## src/rtl/hazard_ctrl.sv

```systemverilog
// rtl/hazard_ctrl.sv - pipeline hazard/flush controller with load-use, mispredict, MDU and mem-wait handling
// Control outputs are combinational from registered state; performance counters are registered.
module hazard_ctrl #(
  parameter int REG_AW     = 5,
  parameter int LOAD_STALL = 1,
  parameter int MDU_EN     = 1,
  parameter int FLUSH_EX_M = 1,
  parameter int CNT_W      = 32
) (
  input  logic              clk,
  input  logic              rst_n,
  input  logic              load_e,
  input  logic [REG_AW-1:0] rd_addr_e,
  input  logic [REG_AW-1:0] rs1_addr_d,
  input  logic [REG_AW-1:0] rs2_addr_d,
  input  logic              rs1_used_d,
  input  logic              rs2_used_d,
  input  logic              br_valid_e,
  input  logic              predict_e,
  input  logic              taken_e,
  input  logic              mdu_start_e,
  input  logic              mdu_done,
  input  logic              mem_wait,
  output logic              pc_en,
  output logic              btb_en,
  output logic              if_id_en,
  output logic              id_ex_en,
  output logic              ex_m_en,
  output logic              if_id_flush,
  output logic              id_ex_flush,
  output logic              ex_m_flush,
  output logic              mispredict_o,
  output logic              busy_o,
  output logic [CNT_W-1:0]  stall_cnt,
  output logic [CNT_W-1:0]  flush_cnt
);

  typedef enum logic [1:0] {RUN, LD_STALL, MDU_BUSY} state_t;

  localparam logic [2:0] LS_RELOAD = 3'(LOAD_STALL - 1);

  state_t             state_q, state_d;
  logic [2:0]         bub_q, bub_d;
  logic [CNT_W-1:0]   stall_cnt_q, stall_cnt_d;
  logic [CNT_W-1:0]   flush_cnt_q, flush_cnt_d;
  logic               lu, mp;

  assign lu = load_e && (rd_addr_e != '0) &&
              ((rs1_used_d && (rd_addr_e == rs1_addr_d)) ||
               (rs2_used_d && (rd_addr_e == rs2_addr_d)));
  assign mp = br_valid_e && (predict_e ^ taken_e);

  always_comb begin
    pc_en        = 1'b1;
    btb_en       = 1'b1;
    if_id_en     = 1'b1;
    id_ex_en     = 1'b1;
    ex_m_en      = 1'b1;
    if_id_flush  = 1'b0;
    id_ex_flush  = 1'b0;
    ex_m_flush   = 1'b0;
    mispredict_o = 1'b0;
    state_d      = state_q;
    bub_d        = bub_q;

    if (!rst_n) begin
      pc_en       = 1'b0;
      btb_en      = 1'b0;
      if_id_en    = 1'b0;
      id_ex_en    = 1'b0;
      ex_m_en     = 1'b0;
      if_id_flush = 1'b1;
      id_ex_flush = 1'b1;
      ex_m_flush  = 1'b1;
      state_d     = RUN;
      bub_d       = 3'd0;
    end else if (mem_wait) begin
      // Whole pipeline freezes; no hazard is acted on until memory answers.
      pc_en    = 1'b0;
      btb_en   = 1'b0;
      if_id_en = 1'b0;
      id_ex_en = 1'b0;
      ex_m_en  = 1'b0;
    end else begin
      case (state_q)
        RUN: begin
          if (mp) begin
            // Wrong-path instructions are squashed, so a dependent lu is moot.
            if_id_en     = 1'b0;
            btb_en       = 1'b0;
            if_id_flush  = 1'b1;
            id_ex_flush  = 1'b1;
            ex_m_flush   = (FLUSH_EX_M != 0);
            mispredict_o = 1'b1;
          end else if (mdu_start_e && (MDU_EN != 0)) begin
            pc_en      = 1'b0;
            btb_en     = 1'b0;
            if_id_en   = 1'b0;
            id_ex_en   = 1'b0;
            ex_m_flush = 1'b1;
            state_d    = MDU_BUSY;
          end else if (lu) begin
            pc_en       = 1'b0;
            btb_en      = 1'b0;
            if_id_en    = 1'b0;
            id_ex_flush = 1'b1;
            if (LOAD_STALL > 1) begin
              bub_d   = LS_RELOAD;
              state_d = LD_STALL;
            end
          end
        end
        LD_STALL: begin
          pc_en       = 1'b0;
          btb_en      = 1'b0;
          if_id_en    = 1'b0;
          id_ex_flush = 1'b1;
          bub_d       = bub_q - 3'd1;
          if (bub_q == 3'd1) state_d = RUN;
        end
        MDU_BUSY: begin
          if (mdu_done) begin
            state_d = RUN;
          end else begin
            pc_en      = 1'b0;
            btb_en     = 1'b0;
            if_id_en   = 1'b0;
            id_ex_en   = 1'b0;
            ex_m_flush = 1'b1;
          end
        end
        default: state_d = RUN;
      endcase
    end

    stall_cnt_d = stall_cnt_q;
    flush_cnt_d = flush_cnt_q;
    if (!rst_n) begin
      stall_cnt_d = '0;
      flush_cnt_d = '0;
    end else begin
      if (!pc_en && (stall_cnt_q != '1)) stall_cnt_d = stall_cnt_q + 1'b1;
      if (mispredict_o && (flush_cnt_q != '1)) flush_cnt_d = flush_cnt_q + 1'b1;
    end
  end

  always_ff @(posedge clk) begin
    state_q     <= state_d;
    bub_q       <= bub_d;
    stall_cnt_q <= stall_cnt_d;
    flush_cnt_q <= flush_cnt_d;
  end

  // State may still be stale in the first reset cycle, so gate busy with reset.
  assign busy_o    = rst_n && (state_q != RUN);
  assign stall_cnt = stall_cnt_q;
  assign flush_cnt = flush_cnt_q;

endmodule
```

## config.mk

```make
export PLATFORM = sky130hd
export DESIGN_NAME = hazard_ctrl
export DESIGN_NICKNAME = d
export VERILOG_FILES = /design/src/rtl/hazard_ctrl.sv
export SDC_FILE = /design/constraint.sdc
export NUM_CORES = 1
export LEC_CHECK = 0
export CAP_MARGIN = 0
export CORE_MARGIN = 10
export CORE_UTILIZATION = 40
export CTS_CLUSTER_SIZE = 24
export DETAILED_ROUTE_END_ITERATION = 16
export PLACE_DENSITY_LB_ADDON = 0.3
export SKIP_LAST_GASP = 1
export SYNTH_ARGS = -nofsm -noshare
export SYNTH_HDL_FRONTEND = slang
export SYNTH_SLANG_ARGS = --single-unit
```

## constraint.sdc

```tcl
create_clock -name clk -period 5.17 [get_ports clk]
set_clock_uncertainty 0.1 [all_clocks]
set_input_delay 1.034 -clock clk [delete_from_list [all_inputs] [get_ports clk]]
set_output_delay 1.034 -clock clk [all_outputs]
set_load 0.05 [all_outputs]
```

* After elaboration in Yosys (flattened, before gate mapping) *
Cells that the tools add are included.

operators by class
  mux-type cells = 40
  bitwise operators = 2
  equality and inequality tests = 11
  add/sub/neg operators = 3
  reduce and logical (&&, ||, !) cells = 15

operators by type and width
  operator                                                                count
  32-bit by 1-bit adder with 32-bit output (second input constant)        2
  32-bit inequality test (second input constant)                          2
  1-bit 2-to-1 mux                                                        30
  5-bit equality test                                                     2
  1-bit logical AND                                                       8
  2-bit 2-to-1 mux                                                        4
  2-bit inequality test (second input constant)                           4
  1-bit case mux with 2 select lines                                      3
  1-bit case mux with 3 select lines                                      2
  2-bit case mux with 3 select lines                                      1
  5-bit AND reduction                                                     1
  5-bit nonzero test                                                      1
  3-bit by 1-bit equality test with 1-bit output (second input constant)  1
  3-bit by 1-bit subtractor with 3-bit output (second input constant)     1
  2-bit by 1-bit equality test with 1-bit output (second input constant)  1
  2-bit equality test (second input constant)                             1
  2-bit logical NOT                                                       1
  2-bit AND reduction                                                     1
  2-bit nonzero test                                                      1
  1-bit logical NOT                                                       1
  1-bit logical OR                                                        1
  1-bit NOT                                                               1
  1-bit bitwise XOR                                                       1

word-level totals
  logic and storage cells = 75
  input bits = 26
  output and inout bits = 74
  bits in registers = 69

* Longest topological paths before layout *
  word-level depth = 12
  mapped depth = 9
  gate-level depth less buffers = 7

* Worst setup path after synthesis *
No wires, ideal clock.

  kind = input-to-output
  start point = input port rst_n
  end point = output port if_id_en
  stages = 3
  data required time = 4.036 ns
  buffers on the path = 1
  data arrival time = 3.498 ns
  slack = 0.538 ns
  cell sequence = nor2b_1 -> a21boi_0 -> buf_4

on the way
  cells in the longest elaborated chain, start to end = 1

RTL lines
  what                line  RTL
  start: declaration  11    input logic rst_n,
  1-bit 2-to-1 mux    -
  end: declaration    26    output logic if_id_en,

No other way between the ends.

* Worst setup path in the final report *
  start point = input port rd_addr_e[1]
  end point = output port if_id_en

on the way
  cells in the longest elaborated chain, start to end = 10
  elaborated cells between the ends (all ways) = 14
  classes of those cells = eq/ne: 2; mux: 6; reduce/logical: 6

RTL lines
  what                                           line    RTL
  start: declaration                             13      input logic [REG_AW-1:0] rd_addr_e,
  5-bit equality test, on equally long branches  49, 50
  1-bit logical AND, on equally long branches    49, 50
  1-bit logical OR                               49      ((rs1_used_d && (rd_addr_e == rs1_addr_d)) ||
  1-bit logical AND *                            48      assign lu = load_e && (rd_addr_e != '0) &&
  1-bit 2-to-1 mux *                             102     end else if (lu) begin
  1-bit 2-to-1 mux *                             95      end else if (mdu_start_e && (MDU_EN != 0)) begin
  1-bit 2-to-1 mux *                             87      if (mp) begin
  1-bit case mux with 3 select lines *           85      case (state_q)
  1-bit 2-to-1 mux *                             77      end else if (mem_wait) begin
  1-bit 2-to-1 mux *                             66      if (!rst_n) begin

Mark *: on every way between the ends. The rest lies on a longest branch, timed or not.

==> impl_metrics.py <==
metrics = {
    "sta": {
        "max_slew_margin_pct": 21.5,
        "whs_ns": 0.396,
        "fin_setup_tns_ns": 0,
        "rsz0062_at_grt": "false",
        "tightest_slew_ns": 1.17,
        "min_period_over_period_pct": 89.2,
        "finalCriticalPeriod_ns": 4.61,
        "max_freq_mhz": 217,
        "fin_ws_ns": 0.557,
        "setup_viol": 0,
        "drv_slew": 0,
        "hold_violations": 0,
    },
    "detailed_routing": {
        "drt-wirelength-per-cell_um": 15.5,
        "drtIter0Drc": 182,
        "vias": 3496,
        "first_pass_iters": 4,
        "ant_nets": 0,
        "routed_wl_um": 9840,
        "drc": 0,
        "viasPerCell": 5.52,
    },
    "pwr": {
        "cellPowerDensity_nw_per_um2": 250,
        "finalPower_mw": 1.19,
        "ir_drop_uv": 125,
        "leakagePower_nw": 1.56,
    },
    "critical_path": {
        "crit_path_end_kind": "output pin",
        "crit_chain": "clkdlybuf4s50_1 -> or4_1 -> o21a_1 -> nand2_1 -> nand2_1 -> a21boi_0 -> clkdlybuf4s50_1",
        "cp.required_ns": 4.04,
        "startpoint": "rd_addr_e[1]",
        "crit_fanout": 4,
        "critPathSlowestCell": "clkdlybuf4s50_1",
        "critPathLaunchType": "primary input",
        "slowest_delay_ns": 0.85,
        "r2r-start": "flush_cnt[0]",
        "setup.worst_path.class": "in -> out",
        "arrival_ns": 3.48,
    },
    "place": {
        "dpl.hpwl_um": 7170,
        "placed_area_um2": 4510,
        "gp_congestion": 0.777,
        "dp_slack_ns": 0.550,
        "io_buffers": 99,
        "dp.cells": 617,
    },
    "synthesis": {
        "synthCells": 428,
        "avgSynthCellArea_um2": 8.16,
        "synth_enable_flop_cells": 0,
        "synth.ff_latch_count": 65,
        "async_flop_share_pct": 0,
        "syn_nets": 456,
        "ys_warn_count": 0,
        "synth_cell_types": 52,
        "seq_area_frac_synth_pct": 37.2,
        "synthFlopType": "dfxtp_1",
        "synth.cell_area_um2": 3490,
    },
    "floorplanning": {
        "die_w_um": 113,
        "io_pins": 100,
        "core_area_um2": 8590,
        "dieArea_um2": 12900,
        "row_count": 34,
        "start_util_pct": 40.7,
        "chipHeight_um": 113,
    },
    "clocking": {
        "clock-sinks": 65,
        "cts_tree": "done",
        "hold_buffers": 0,
        "post-cts-setup-buffer-count": 0,
        "root_buffer": "clkbuf_8",
        "cts_max_path_buffers": 2,
        "clk_latency_ns": 0.34,
        "cts_resized": 0,
        "htreeDepth": 3,
        "path_clk_slew_ns": 0.08,
        "numCtsBuffers": 9,
    },
    "run_status": {
        "status": "completed",
    },
    "layout": {
        "antennaDiodeCount": 0,
        "final_nets": 548,
        "nFillCells": 778,
        "stdcell_count": 633,
        "utilization_pct": 55.4,
        "drive_above_1_share_pct": 5.90,
        "synthToLayoutAreaGrowth_pct": 36.4,
        "stdcell_area_um2": 4760,
    },
    "global_routing": {
        "grtUsageTotal_pct": 14.9,
        "grt_first_pass_wirelength_um": 16100,
        "grt_max_degree": 59,
        "overflow": 0,
        "antenna_found_initial": 0,
        "grt_pass1_vias": 3275,
    },
    "job": {
        "drv_cap": 0,
    },
    "worst_hold_path": {
        "worst_hold_path_type": "reg -> reg",
        "min_from": "stall_cnt[13]",
    },
}
## per-layer routing
metal	vias to the layer above	part of all wire, %	global-route usage [%]
li1	1752	-	-
met1	1624	41	16.8
met2	107	49	25.2
met3	13	8.4	5.67
met4	0	1.5	5.16
met5	-	0	0
## critical path, delay by kind of cell
| kind | cells | cell delay, ns |
|---|---|---|
| AND/OR/NAND/NOR | 3 | 0.66 |
| AO/OA/AOI/OAI | 2 | 0.46 |
| buffers and inverters | 2 | 1.32 |
## registers in the layout (all words and copies together), names as in the netlist
name       cells
flush_cnt     32
stall_cnt     32
state_q        1
## final cells by class
cell class	instances	area [um^2]	area share, %
well taps	108	135	2.84
repair buffers	102	1010	21.2
inverters	14	52.6	1.10
flip-flops and latches	65	1300	27.3
clock inverters	6	115	2.42
multi-input cells	328	2010	42.2
clock buffers	10	138	2.89
## power breakdown
group / total (mW) / switching (mW) / leakage, nW / internal (mW)
Clock: 0.548 / 0.213 / 0.123 / 0.335
Combinational: 0.133 / 0.0821 / 0.911 / 0.0513
Sequential: 0.511 / 0.00630 / 0.524 / 0.505
## cell usage after synthesis, drive strengths merged, types with 3 or more instances
cell | number | area share, %
or4 | 14 | 3.0
and4 | 6 | 1.5
and2 | 5 | 0.90
and3 | 8 | 1.4
clkbuf | 9 | 0.97
inv | 14 | 1.5
nor2 | 31 | 3.3
a31oi | 3 | 0.72
mux2i | 4 | 1.1
a21oi | 36 | 5.3
nand2 | 40 | 4.3
o21ai | 26 | 3.7
nand4 | 23 | 4.3
o31ai | 13 | 2.8
or3 | 23 | 4.1
xor2 | 20 | 5.2
dfxtp | 65 | 37
nor4 | 6 | 1.5
nand3 | 26 | 3.7
buf | 12 | 2.7
o21a | 3 | 0.64
xnor2 | 12 | 3.0
nor3 | 6 | 0.86
## cell usage in the layout, fill, tap and decap left out, types with 3 or more instances in the layout
cell,n
and2_1,5
buf_4,4
inv_1,14
o21a_1,3
nand4_1,22
o21ai_1,13
o31ai_1,13
or4_1,14
nor3_1,6
nand2_1,40
xor2_1,19
and3_1,8
dfxtp_1,65
nor4_1,5
mux2i_1,4
bufinv_16,3
clkdlybuf4s50_1,98
nand3_1,26
nor2_1,31
clkbuf_8,10
a21oi_1,35
o21ai_0,13
or3_1,23
xnor2_1,12
and4_1,6
## final timing paths
kind	slack (ns)	end	cells past startpoint
worst max-delay path	0.56	if_id_en	7
worst min-delay path	0.40	stall_cnt[13]	2
worst max register to register	2.35	flush_cnt[6]	7
worst min register to register	0.40	stall_cnt[13]	2
## cell families after synthesis
group	after synthesis	share of synthesized area, %
AOI/OAI and AO/OA	93	16.3
muxes	4	1.15
DFF	65	37.2
adders and majority gates	2	0.716
and+or+nand+nor	197	31.2
xor gates and xnor gates	32	8.24
buffers and inverters	35	5.16
Note: power is estimated with default switching activity, not from simulation.
